**config.mk**
```make
export PLATFORM = sky130hd
export DESIGN_NAME = pipe_hazard_ctrl
export DESIGN_NICKNAME = d
export VERILOG_FILES = /design/src/rtl/pipe_hazard_ctrl.sv
export SDC_FILE = /design/constraint.sdc
export NUM_CORES = 1
export LEC_CHECK = 0
export CAP_MARGIN = 5
export CORE_UTILIZATION = 25
export DETAILED_ROUTE_END_ITERATION = 7
export GPL_TIMING_DRIVEN = 0
export PLACE_DENSITY = 0.73
export SYNTH_ARGS = -nofsm -noshare
export SYNTH_HDL_FRONTEND = slang
export SYNTH_SLANG_ARGS = --single-unit
```
**constraint.sdc**
```tcl
create_clock -name clk -period 4.4 [get_ports clk]
set_input_delay 0.88 -clock clk [delete_from_list [all_inputs] [get_ports clk]]
set_output_delay 0.88 -clock clk [all_outputs]
set_load 0.05 [all_outputs]
```
**src/rtl/pipe_hazard_ctrl.sv**
```systemverilog
// ---------------------------------------------------------------------------
// pipe_hazard_ctrl
//   Scheduler for the IF/ID and ID/EX stage registers. It detects load-use
//   hazards and jr redirects, and sequences the stalls, bubbles and flushes
//   they need. While data memory is busy it freezes the whole front end.
//
//   Optional feature macro: STALL_STATS_EN
//     defined   -> stall_cycles / flush_count are saturating counters.
//     undefined -> both ports are tied to 0 and no counter logic is built.
//
// Ports
//   clk, rst              clock (rising edge), asynchronous active-low reset
//   id_rs, id_rt          source fields of the instruction in ID
//   id_uses_rt            ID instruction reads rt
//   ex_dmem_alu           EX instruction is a load
//   ex_reg_wen            EX instruction writes the register file
//   ex_reg_des            EX destination select (1 = rd, 0 = rt)
//   ex_rt, ex_rd          EX register fields
//   ex_jr                 jr resolved in EX this cycle
//   mem_busy              data memory not ready; freeze pipe
//   pc_en, ifid_en        PC / IF/ID load enables
//   ifid_flush            IF/ID clear to NOP
//   idex_en, idex_flush   ID/EX load enable / clear to bubble
//   stall_cycles          cycles with pc_en = 0
//   flush_count           jr flushes taken
// ---------------------------------------------------------------------------
module pipe_hazard_ctrl #(
    parameter int REG_AW   = 5,
    parameter int LOAD_LAT = 1,
    parameter int STAT_W   = 16
) (
    input  logic              clk,
    input  logic              rst,
    input  logic [REG_AW-1:0] id_rs,
    input  logic [REG_AW-1:0] id_rt,
    input  logic              id_uses_rt,
    input  logic              ex_dmem_alu,
    input  logic              ex_reg_wen,
    input  logic              ex_reg_des,
    input  logic [REG_AW-1:0] ex_rt,
    input  logic [REG_AW-1:0] ex_rd,
    input  logic              ex_jr,
    input  logic              mem_busy,
    output logic              pc_en,
    output logic              ifid_en,
    output logic              ifid_flush,
    output logic              idex_en,
    output logic              idex_flush,
    output logic [STAT_W-1:0] stall_cycles,
    output logic [STAT_W-1:0] flush_count
);

    typedef enum logic [1:0] {
        S_RUN        = 2'd0,
        S_LOAD_STALL = 2'd1,
        S_MEM_WAIT   = 2'd2
    } state_t;

    localparam logic [2:0] CNT_INIT  = 3'(LOAD_LAT - 1);
    localparam bit         MULTI_LAT = (LOAD_LAT > 1);

    state_t            r_state, r_saved;
    logic [2:0]        r_cnt;

    state_t            w_nxt_state, w_nxt_saved, w_eff;
    logic [2:0]        w_nxt_cnt;
    logic [REG_AW-1:0] w_ex_dest;
    logic              w_lu;
    logic              w_pc_en, w_ifid_en, w_ifid_flush, w_idex_en, w_idex_flush;

    assign w_ex_dest = ex_reg_des ? ex_rd : ex_rt;
    assign w_lu      = ex_dmem_alu & ex_reg_wen & (w_ex_dest != '0) &
                       ((w_ex_dest == id_rs) | (id_uses_rt & (w_ex_dest == id_rt)));

    // ---------------- state registers ----------------
    always_ff @(posedge clk or negedge rst) begin
        if (!rst) begin
            r_state <= S_RUN;
            r_saved <= S_RUN;
            r_cnt   <= 3'd0;
        end else begin
            r_state <= w_nxt_state;
            r_saved <= w_nxt_saved;
            r_cnt   <= w_nxt_cnt;
        end
    end

    // ---------------- next state / outputs ----------------
    always_comb begin
        w_nxt_state  = r_state;
        w_nxt_saved  = r_saved;
        w_nxt_cnt    = r_cnt;
        w_pc_en      = 1'b1;
        w_ifid_en    = 1'b1;
        w_ifid_flush = 1'b0;
        w_idex_en    = 1'b1;
        w_idex_flush = 1'b0;

        // Leaving MEM_WAIT behaves exactly like the state that was frozen,
        // so the pending bubble count resumes where it stopped.
        w_eff = (r_state == S_MEM_WAIT) ? r_saved : r_state;

        if (mem_busy) begin
            w_pc_en     = 1'b0;
            w_ifid_en   = 1'b0;
            w_idex_en   = 1'b0;
            w_nxt_state = S_MEM_WAIT;
            if (r_state != S_MEM_WAIT)
                w_nxt_saved = r_state;
        end else begin
            case (w_eff)
                S_LOAD_STALL: begin
                    // EX holds a bubble here, so jr cannot be resolving
                    w_pc_en      = 1'b0;
                    w_ifid_en    = 1'b0;
                    w_idex_flush = 1'b1;
                    w_nxt_cnt    = r_cnt - 3'd1;
                    w_nxt_state  = (r_cnt == 3'd1) ? S_RUN : S_LOAD_STALL;
                end
                default: begin
                    w_nxt_state = S_RUN;
                    if (ex_jr) begin
                        w_ifid_flush = 1'b1;
                        w_idex_flush = 1'b1;
                    end else if (w_lu) begin
                        w_pc_en      = 1'b0;
                        w_ifid_en    = 1'b0;
                        w_idex_flush = 1'b1;
                        w_nxt_cnt    = CNT_INIT;
                        w_nxt_state  = MULTI_LAT ? S_LOAD_STALL : S_RUN;
                    end
                end
            endcase
        end
    end

    // While reset is held the pipe free-runs with no flushes.
    assign pc_en      = ~rst | w_pc_en;
    assign ifid_en    = ~rst | w_ifid_en;
    assign idex_en    = ~rst | w_idex_en;
    assign ifid_flush =  rst & w_ifid_flush;
    assign idex_flush =  rst & w_idex_flush;

`ifdef STALL_STATS_EN
    logic [STAT_W-1:0] r_stall_cycles, r_flush_count;

    always_ff @(posedge clk or negedge rst) begin
        if (!rst) begin
            r_stall_cycles <= '0;
            r_flush_count  <= '0;
        end else begin
            if (!w_pc_en && (r_stall_cycles != '1))
                r_stall_cycles <= r_stall_cycles + 1'b1;
            if (w_ifid_flush && (r_flush_count != '1))
                r_flush_count <= r_flush_count + 1'b1;
        end
    end

    assign stall_cycles = r_stall_cycles;
    assign flush_count  = r_flush_count;
`else
    assign stall_cycles = '0;
    assign flush_count  = '0;
`endif

endmodule

```
## Yosys cells after proc, flatten, opt, wreduce, memory -nomap -nowiden

Index checks and enable logic that the tools add are counted.

- Bits in registers: 7
- Logic and storage cells: 46

- $add $sub $neg: 1
- Eq/ne operators: 7
- Multiplexer cells: 20
- Bitwise logic cells: 11
- Reductions and logical operators: 4

Operator list:

| kind | number |
|---|---|
| $mux 1 | 14 |
| $eq 5x5->1 | 2 |
| $mux 3 | 3 |
| $and 1x1->1 | 6 |
| $mux 5 | 1 |
| $reduce_bool 5->1 | 1 |
| $mux 2 | 2 |
| $eq 3x1->1 const B | 1 |
| $or 1x1->1 | 3 |
| $reduce_and 3->1 | 1 |
| $sub 3x1->3 const B | 1 |
| $eq 2x1->1 const B | 1 |
| $eq 2x2->1 const B | 1 |
| $ne 2x1->1 const B | 1 |
| $ne 2x2->1 const B | 1 |
| $not 1->1 | 2 |
| $reduce_and 2->1 | 1 |
| $reduce_bool 2->1 | 1 |

## Logic depth before layout (Yosys ltp)

Gate-level depths: netlist of run 1.

- Word-level depth: 10
- Depth in mapped cells: 8
- Depth with buffers taken out: 6

## Worst setup path before layout of run 1

No wires, ideal clock.

- Path kind: input-to-output
- From: in ex_reg_des
- To: out pc_en
- Arrival: 3.646 ns
- Required time: 3.520 ns
- Path slack: -0.126 ns
- Stages on the path: 8
- Path buffers: 2
- Path through: buf_6 -> or4_1 -> o311ai_1 -> a31oi_1 -> nand4_1 -> a21oi_1 -> o31ai_1 -> buf_4

- Longest elaborated chain between the ends: 10
- Elaborated cells between the ends (all ways): 13

Ends and longest elaborated chain:

| item | RTL line | source |
|---|---|---|
| from (decl) | 39 | `input logic ex_reg_des,` |
| $mux 5 * | 71 | `assign w_ex_dest = ex_reg_des ? ex_rd : ex_rt;` |
| $eq 5x5->1 | 73 | `((w_ex_dest == id_rs) \| (id_uses_rt & (w_ex_dest == id_rt)));` |
| $and 1x1->1 | 73 |  |
| $or 1x1->1 | 73 |  |
| $and 1x1->1 * | 72 | `assign w_lu = ex_dmem_alu & ex_reg_wen & (w_ex_dest != '0) &` |
| $mux 1 * (4 in a row) | -- |  |
| $or 1x1->1 * | -- |  |
| to (decl) | 44 | `output logic pc_en,` |

Mark *: on every way between the ends. The rest lies on a longest branch, timed or not.

## Worst setup path after layout of run 1

- From: in ex_rt[0]
- To: out pc_en

- Longest elaborated chain between the ends: 10
- Elaborated cells between the ends (all ways): 13

Ends and longest elaborated chain:

| item | RTL line | source |
|---|---|---|
| from (decl) | 40 | `input logic [REG_AW-1:0] ex_rt,` |
| $mux 5 * | 71 |  |
| $eq 5x5->1 | 73 |  |
| $and 1x1->1 | 73 |  |
| $or 1x1->1 | 73 |  |
| $and 1x1->1 * | 72 |  |
| $mux 1 * | 125 | `end else if (w_lu) begin` |
| $mux 1 * | 122 | `if (ex_jr) begin` |
| $mux 1 * | 111 | `case (w_eff)` |
| $mux 1 * | 103 | `if (mem_busy) begin` |
| $or 1x1->1 * | 138 | `assign pc_en = ~rst \| w_pc_en;` |

Marked as above.

==> results of run 1 <==
==> cell usage after synthesis <==
cell | number | area share [%]
sky130_fd_sc_hd__mux2i_1 | 4 | 4.7
sky130_fd_sc_hd__xnor2_1 | 8 | 8.1
sky130_fd_sc_hd__o31a_1 | 1 | 1.0
sky130_fd_sc_hd__a22o_1 | 1 | 1.0
sky130_fd_sc_hd__nor2_1 | 3 | 1.3
sky130_fd_sc_hd__nor4_1 | 1 | 0.73
sky130_fd_sc_hd__o311ai_1 | 1 | 1.0
sky130_fd_sc_hd__buf_4 | 34 | 30
sky130_fd_sc_hd__dfrtp_1 | 7 | 20
sky130_fd_sc_hd__o21ai_0 | 2 | 1.2
sky130_fd_sc_hd__nor2b_1 | 3 | 2.2
sky130_fd_sc_hd__a21oi_1 | 4 | 2.3
sky130_fd_sc_hd__ha_1 | 2 | 2.9
sky130_fd_sc_hd__nor4_2 | 1 | 1.5
sky130_fd_sc_hd__conb_1 | 1 | 0.44
sky130_fd_sc_hd__or4_1 | 1 | 0.87
sky130_fd_sc_hd__nor3_1 | 3 | 1.7
sky130_fd_sc_hd__o31ai_1 | 1 | 0.87
sky130_fd_sc_hd__a31oi_1 | 1 | 0.73
sky130_fd_sc_hd__mux2i_2 | 2 | 3.2
sky130_fd_sc_hd__nand3b_1 | 1 | 0.87
sky130_fd_sc_hd__nand2_1 | 5 | 2.2
sky130_fd_sc_hd__nand3_1 | 1 | 0.58
sky130_fd_sc_hd__buf_6 | 1 | 1.3
sky130_fd_sc_hd__a2111oi_2 | 1 | 1.7
sky130_fd_sc_hd__inv_1 | 5 | 2.2
sky130_fd_sc_hd__nand4_1 | 2 | 1.5
sky130_fd_sc_hd__xor2_1 | 3 | 3.1
sky130_fd_sc_hd__a21boi_0 | 1 | 0.87
==> metrics by stage <==
stage	TNS, ns	std cells	area, um2
detailed placement	-0.182	207	1350
CTS	0	211	1370
floorplan	0	132	982
global route	0	211	1370
global placement	-0.144	207	1350
finish	0	211	1370
==> kinds of logic (layout without fill, tap and decap cells) <==
kind of cell | Yosys count | in the layout | synth area share, %
AO/OA/AOI/OAI | 13 | 13 | 10.8
AND/OR/NAND/NOR | 21 | 21 | 13.4
XOR/XNOR | 11 | 11 | 11.2
multiplexers | 6 | 6 | 7.85
other | 1 | 32 | 0.436
flip-flops | 7 | 7 | 20.3
buffers and inverters | 40 | 75 | 33.1
adder cells (fa/ha/maj) | 2 | 2 | 2.91
==> cell type report <==
class                      instances  area [um2]
clock buffer                       4        26.3
fill                             337        1780
inverter                           5        18.8
buffer                            35         267
tap                               44        55.1
multi-input combinational         85         522
sequential                         7         175
timing repair buffer              31         310
==> registers in the layout, summed over array words and instances, names as in the netlist <==
signal and count:
r_cnt 3, r_state 2, r_saved 2
==> layer usage <==
layer | part of all wire [%] | track usage [%]
met1 | 43 | 12.7
met2 | 50 | 17.7
met3 | 6.7 | 4.05
met4 | 0.62 | 2.92
met5 | 0 | 0
==> power groups by stage <==
stage	sequential [W]	combinational [W]	clock [W]
after global routing	0.0000653	0.000158	0.0000663
after detailed placement	0.0000664	0.000150	0
final	0.0000653	0.000150	0.0000601
after global placement	0.0000663	0.000149	0
after CTS	0.0000652	0.000149	0.0000624
after floorplan	0.0000663	0.000115	0
==> critical path: stages <==
cell	delay [ns]
sky130_fd_sc_hd__clkdlybuf4s50_1	0.44
sky130_fd_sc_hd__or4_1	0.55
sky130_fd_sc_hd__o311ai_1	0.25
sky130_fd_sc_hd__a31oi_1	0.10
sky130_fd_sc_hd__nand4_1	0.18
sky130_fd_sc_hd__a21oi_1	0.12
sky130_fd_sc_hd__o31ai_2	0.21
sky130_fd_sc_hd__buf_4	0.14
sky130_fd_sc_hd__dlygate4sd2_1	0.51
==> worst paths after layout <==
kind / startpoint / endpoint / slack (ns) / cells after the start
setup reg to reg: r_saved[1] / r_cnt[0] / 2.75 / 5
min in group asynchronous: rst / r_state[0] / 0.93 / 1
hold reg to reg: r_saved[0] / r_saved[0] / 0.51 / 1
max in group asynchronous: rst / r_cnt[2] / 3.17 / 1
hold / removal: r_saved[0] / r_saved[0] / 0.51 / 1
setup / recovery: ex_rt[0] / pc_en / 0.14 / 9
==> impl_results.md, run 1 <==
- Run status: finished, final reports clean
- Number of global-route vias before repair: 657
- Max-slew violations: 0
- Die Height: approximately 61 um
- CTS tree: built
- Worst hold-check slack: slightly above 0.5 ns
- Flops & latches, synth: 7
- Static leakage: 0.680 nW
- Wirelength per Cell: 8.46 um
- Switching power: 0.000118 W
- Synth warn: 0
- Number of sinks driven by the clock tree: 7
- Most common library cell in the layout ignoring fill and taps: sky130_fd_sc_hd__buf_4
- Final Setup Violations: 0
- Starting Density: 27.3%
- Pin count of the biggest net entering global routing: 11
- Root cell of the clock tree: sky130_fd_sc_hd__clkbuf_4
- Combinational Power Share: approximately 54%
- Switching portion of total power: 43.0%
- Arrival time of the worst setup path: 3.38 ns
- GRT Total Usage: 10.6%
- Top library cells by usage in the layout, fill and taps aside: sky130_fd_sc_hd__buf_4 (34), sky130_fd_sc_hd__conb_1 (32), sky130_fd_sc_hd__clkdlybuf4s50_1 (28)
- Die Outline Area: ~3700 um2
- Maximum number of buffers from clock root to sink: 2
- Buffers inserted by post-CTS timing repair: 0
- Slew Limit Headroom: 60.4%
- Setup ws final: roughly 0.14 ns
- Layout overhead on the synthesized area: 59.6%
- Clock-pin transition on the worst setup and hold timing paths: 0.05 ns
- Number of antenna violations at the first check in global routing: 0
- I/O Pins: 65
- Internal cell power: around 0.00016 W
- Grt total ovfl: 0
- Critical Path Sink Type: output port
- Final cycle utilization of the critical path: between 90 and 100%
- Final Net Count: 198
- Core footprint: roughly 3200 um2
- DRC violations left: 0
- Type of the worst setup path: input pin to output port
- Final WL: 1790 um
- Post-detailed-route count of antenna-violating nets: 0
- Avg Inst Size Synth: 8.52 um2
- Critical Path Fanout Max: 3
- Register area share after synthesis: 20.3%
- CTS buffer count: 3
- Number of diodes: 0
- Areal power density over the cells: 200 nW/um2
- Relative contribution of the clock network to total power: 21.9%
- Post-CTS Resized: 2
- Number of buffers inserted for hold repair after clock tree synthesis: 0
- Required @ worst endpoint: 3.52 ns
- Class of the worst hold path: register to register
- Number of optimization iterations in the first detailed-route pass: 3
- 1st-iter DRT viols: 23
- Syn Inst Count: 101
- Global-route wire length before repair: approximately 2800 um
- Setup repair after global routing missed its margin: false
- PortBufs: 31
- H-Tree Depth: 1
- Final HPWL DP: 1610 um
- Mapped cell area: 861 um2
- Distinct cell type count after synthesis: 29
- Fraction of final layout cells with drive strength greater than 1: 25.7%
- Overall Power: 0.000275 W
- Total number of placement rows: 20
- Number of max-cap violations: 0
- Global placement routability congestion: 0.812
- Worst Clk Skew: 0.00864 ns
- Final core utilization: 43.6%
- Type of origin of the critical path: input pin
- Hold Fails Final Rpt: 0
- Worst IR Drop VDD: 67.3 uV
- Horiz. Die Dim: approximately 60 um
- Post-detailed-route via-to-cell ratio: 3.55
- Transition time at the pin with the least slew margin: ~0.58 ns
- Minimum clock period after layout: 4.26 ns
- Sequential power share: about a quarter
- Via count: 748
- Worst slack at placement: -0.131 ns
- Maximum clock frequency: 235 MHz
- Clock latency at the later pin of the worst-skew pair: 0.26 ns
Note: power is estimated with default switching activity, not from simulation.
==> run 2: changes to the inputs <==
--- a/config.mk
+++ b/config.mk
@@ -5,6 +5,7 @@
 export SDC_FILE = /design/constraint.sdc
 export NUM_CORES = 1
 export LEC_CHECK = 0
+export ABC_CLOCK_PERIOD_IN_PS = 4400
 export CAP_MARGIN = 5
 export CORE_UTILIZATION = 25
 export DETAILED_ROUTE_END_ITERATION = 7
==> results of run 2 <==
No change in the layout: final DEF, timing and power equal those of run 1.
==> run 3: changes to the inputs <==
--- a/config.mk
+++ b/config.mk
@@ -9,7 +9,7 @@
 export CAP_MARGIN = 5
 export CORE_UTILIZATION = 25
 export DETAILED_ROUTE_END_ITERATION = 7
-export GPL_TIMING_DRIVEN = 0
+export GPL_TIMING_DRIVEN = 1
 export PLACE_DENSITY = 0.73
 export SYNTH_ARGS = -nofsm -noshare
 export SYNTH_HDL_FRONTEND = slang
==> impl_results.md, run 3 (synthesis results as in run 1) <==
- Setup repair after global routing missed its margin: false
- Crit-path cells: clkdlybuf4s50_1 -> or4_1 -> o311ai_1 -> a31oi_1 -> nand4_1 -> a21oi_1 -> o31ai_2 -> buf_12
- Maximum number of buffers from clock root to sink: 2 (unchanged)
- Type of the worst setup path: input pin to output port
- Hold Fails Final Rpt: 0 (unchanged)
- Worst slack at placement: 0.442 ns (+0.573 ns)
- Number of max-cap violations: 0 (unchanged)
- Slew Limit Headroom: 59.5% (-0.82 points)
- Post-detailed-route via-to-cell ratio: 3.69 (+4.2%)
- Static leakage: 0.506 nW (-26%)
- Layout filler cell count: 336 (-0.30%)
- GRT met2 Usage: 15.9% (-1.9 points)
- Flip-flop count of the largest register, all copies and words added: 3 (unchanged)
- Minimum clock period after layout: 3.96 ns (-0.304 ns)
- Delay contributed by the slowest stage of the critical path: 0.55 ns (about the same)
- Buffers inserted by post-CTS timing repair: 0 (unchanged)
- Global placement routability congestion: 0.826 (+1.7%)
- Die Outline Area: 3680 um2 (unchanged)
- Met1 usage: 11.8% (-0.89 points)
- Required @ worst endpoint: 3.52 ns (about the same)
- Root cell of the clock tree: sky130_fd_sc_hd__clkbuf_4
- Number of antenna violations at the first check in global routing: 0 (unchanged)
- Multi-input combinational cell area: 522 um2 (unchanged)
- Starting Density: 27.3% (unchanged)
- Number of optimization iterations in the first detailed-route pass: 3 (unchanged)
- Horiz. Die Dim: 60.7 um (unchanged)
- GRT Total Usage: 9.98% (-0.62 points)
- Setup slack, reg-to-reg: 2.73 ns (-0.02 ns)
- Grt total ovfl: 0 (unchanged)
- PortBufs: 32 (+3.2%)
- Areal power density over the cells: 220 nW/um2 (+9.9%)
- Clock-pin transition on the worst setup and hold timing paths: 0.06 ns (about the same)
- Worst IR Drop VDD: 59.7 uV (-11%)
- Post-CTS Resized: 0 (-2)
- Pin count of the biggest net entering global routing: 12 (+1)
- 1st-iter DRT viols: 22 (-4.3%)
- Max-slew violations: 0 (unchanged)
- Number of diodes: 0 (unchanged)
- Number of global-route vias before repair: 606 (-7.8%)
- Worst Clk Skew: 0.00491 ns (-0.00373 ns)
- Transition time at the pin with the least slew margin: 0.590 ns (+0.0119 ns)
- Critical Path Fanout Max: 3 (unchanged)
- Final cycle utilization of the critical path: 90.0% (-6.9 points)
- Type of origin of the critical path: input pin
- Wirelength per Cell: 8.85 um (+4.6%)
- Number of sinks driven by the clock tree: 7 (unchanged)
- Post-Route Setup TNS: 0 ns (unchanged)
- Top library cells by usage in the layout, fill and taps aside: sky130_fd_sc_hd__conb_1 (32), sky130_fd_sc_hd__clkdlybuf4s50_1 (29), sky130_fd_sc_hd__xnor2_1 (8)
- Layout overhead on the synthesized area: 34.4%
- Clock latency at the later pin of the worst-skew pair: 0.25 ns (about the same)
- Via count: 665 (-11%)
- Final Setup Violations: 0 (unchanged)
- DRC violations left: 0 (unchanged)
- Largest registers ranked by flip-flop count: r_cnt: 3 flops, r_saved: 2 flops, r_state: 2 flops
- CTS buffer count: 3 (unchanged)
- Arrival time of the worst setup path: 3.08 ns (-0.30 ns)
- Fraction of final layout cells with drive strength greater than 1: 10.3% (-15 points)
- Die Height: 60.7 um (unchanged)
- Final Net Count: 167 (-16%)
- Max stage delay cell, worst path: sky130_fd_sc_hd__or4_1
- Post-detailed-route count of antenna-violating nets: 0 (unchanged)
- Run status: finished, final reports clean
- Flip-flop and latch area: 175 um2 (unchanged)
- Most common library cell in the layout ignoring fill and taps: sky130_fd_sc_hd__conb_1
- Largest register by flop count: r_cnt
- H-Tree Depth: 1 (unchanged)
- Setup ws final: 0.442 ns (+0.304 ns)
- CTS tree: built
- Final HPWL DP: 1400 um (-13%)
- Final WL: 1590 um (-11%)
- Total number of placement rows: 20 (unchanged)
- Number of buffers inserted for hold repair after clock tree synthesis: 0 (unchanged)
- Class of the worst hold path: register to register
- Routing layer with the top usage in global route: met2
- I/O Pins: 65 (unchanged)
- Number of standard cells in the final layout excluding fillers: 180 (-15%)
- Count of placed standard cells including taps: 176 (-15%)
- Core footprint: 3150 um2 (unchanged)
- Critical Path Sink Type: output port
- Global-route wire length before repair: 2640 um (-6.4%)
- Maximum clock frequency: 253 MHz (+7.7%)
- Met3 Use GR: 5.12% (+1.1 points)
## run 3: cell count changes in the layout (fill, tap and decap cells not counted), sizes merged
| cell | before | now |
|---|---|---|
| dlymetal6s2s | 1 | 0 |
| clkdlybuf4s50 | 28 | 29 |
| dlygate4sd2 | 2 | 0 |
| buf | 35 | 6 |
## run 3: critical path: cells and delay by family
kind | cells | cell delay, ns
compound gates | 4 | 0.83
simple gates | 2 | 0.74
buf+inv | 2 | 0.64
## run 3: report_power, final
part / internal, W / switching [W] / total, W
sequential: 0.0000649 / 0.000000324 / 0.0000652
clock: 0.0000346 / 0.0000242 / 0.0000588
combinational: 0.0000407 / 0.0000897 / 0.000130
total: 0.000140 / 0.000114 / 0.000255
## run 3: cell type report
type | count | area share, %
Timing Repair Buffer | 35 | 31.1
Tap cell | 44 | 4.76
Inverter | 5 | 1.62
Clock buffer | 4 | 2.27
Sequential cell | 7 | 15.1
Multi-Input combinational cell | 85 | 45.1
## run 3: path summary, 6_finish.rpt
path,to,startpoint,cells after the start
max in group asynchronous,r_state[1],rst,2
min in group asynchronous,r_cnt[2],rst,2
setup reg to reg,r_cnt[1],r_saved[1],6
hold reg to reg,r_saved[0],r_saved[0],1
setup / recovery,ifid_en,ex_rt[0],8
hold / removal,r_saved[0],r_saved[0],1
## run 3: routing by layer
layer	vias up	part of all wire, %	routed length, um
met5	-	0	0
met4	0	0	0
met3	0	6.3	101
met2	27	50	792
met1	292	44	699
li1	346	-	-
## run 3: stage by stage
stage                     instance area [um2]  hold WS, ns  utilization [%]  total power (W)
after global routing                     1160        0.537             36.7         0.000272
final                                    1160        0.499             36.7         0.000255
after CTS                                1160        0.509             36.7         0.000258
after floorplan                           982        0.463                -         0.000181
after global placement                   1130        0.485             35.9         0.000196
after detailed placement                 1130        0.496             35.9         0.000197
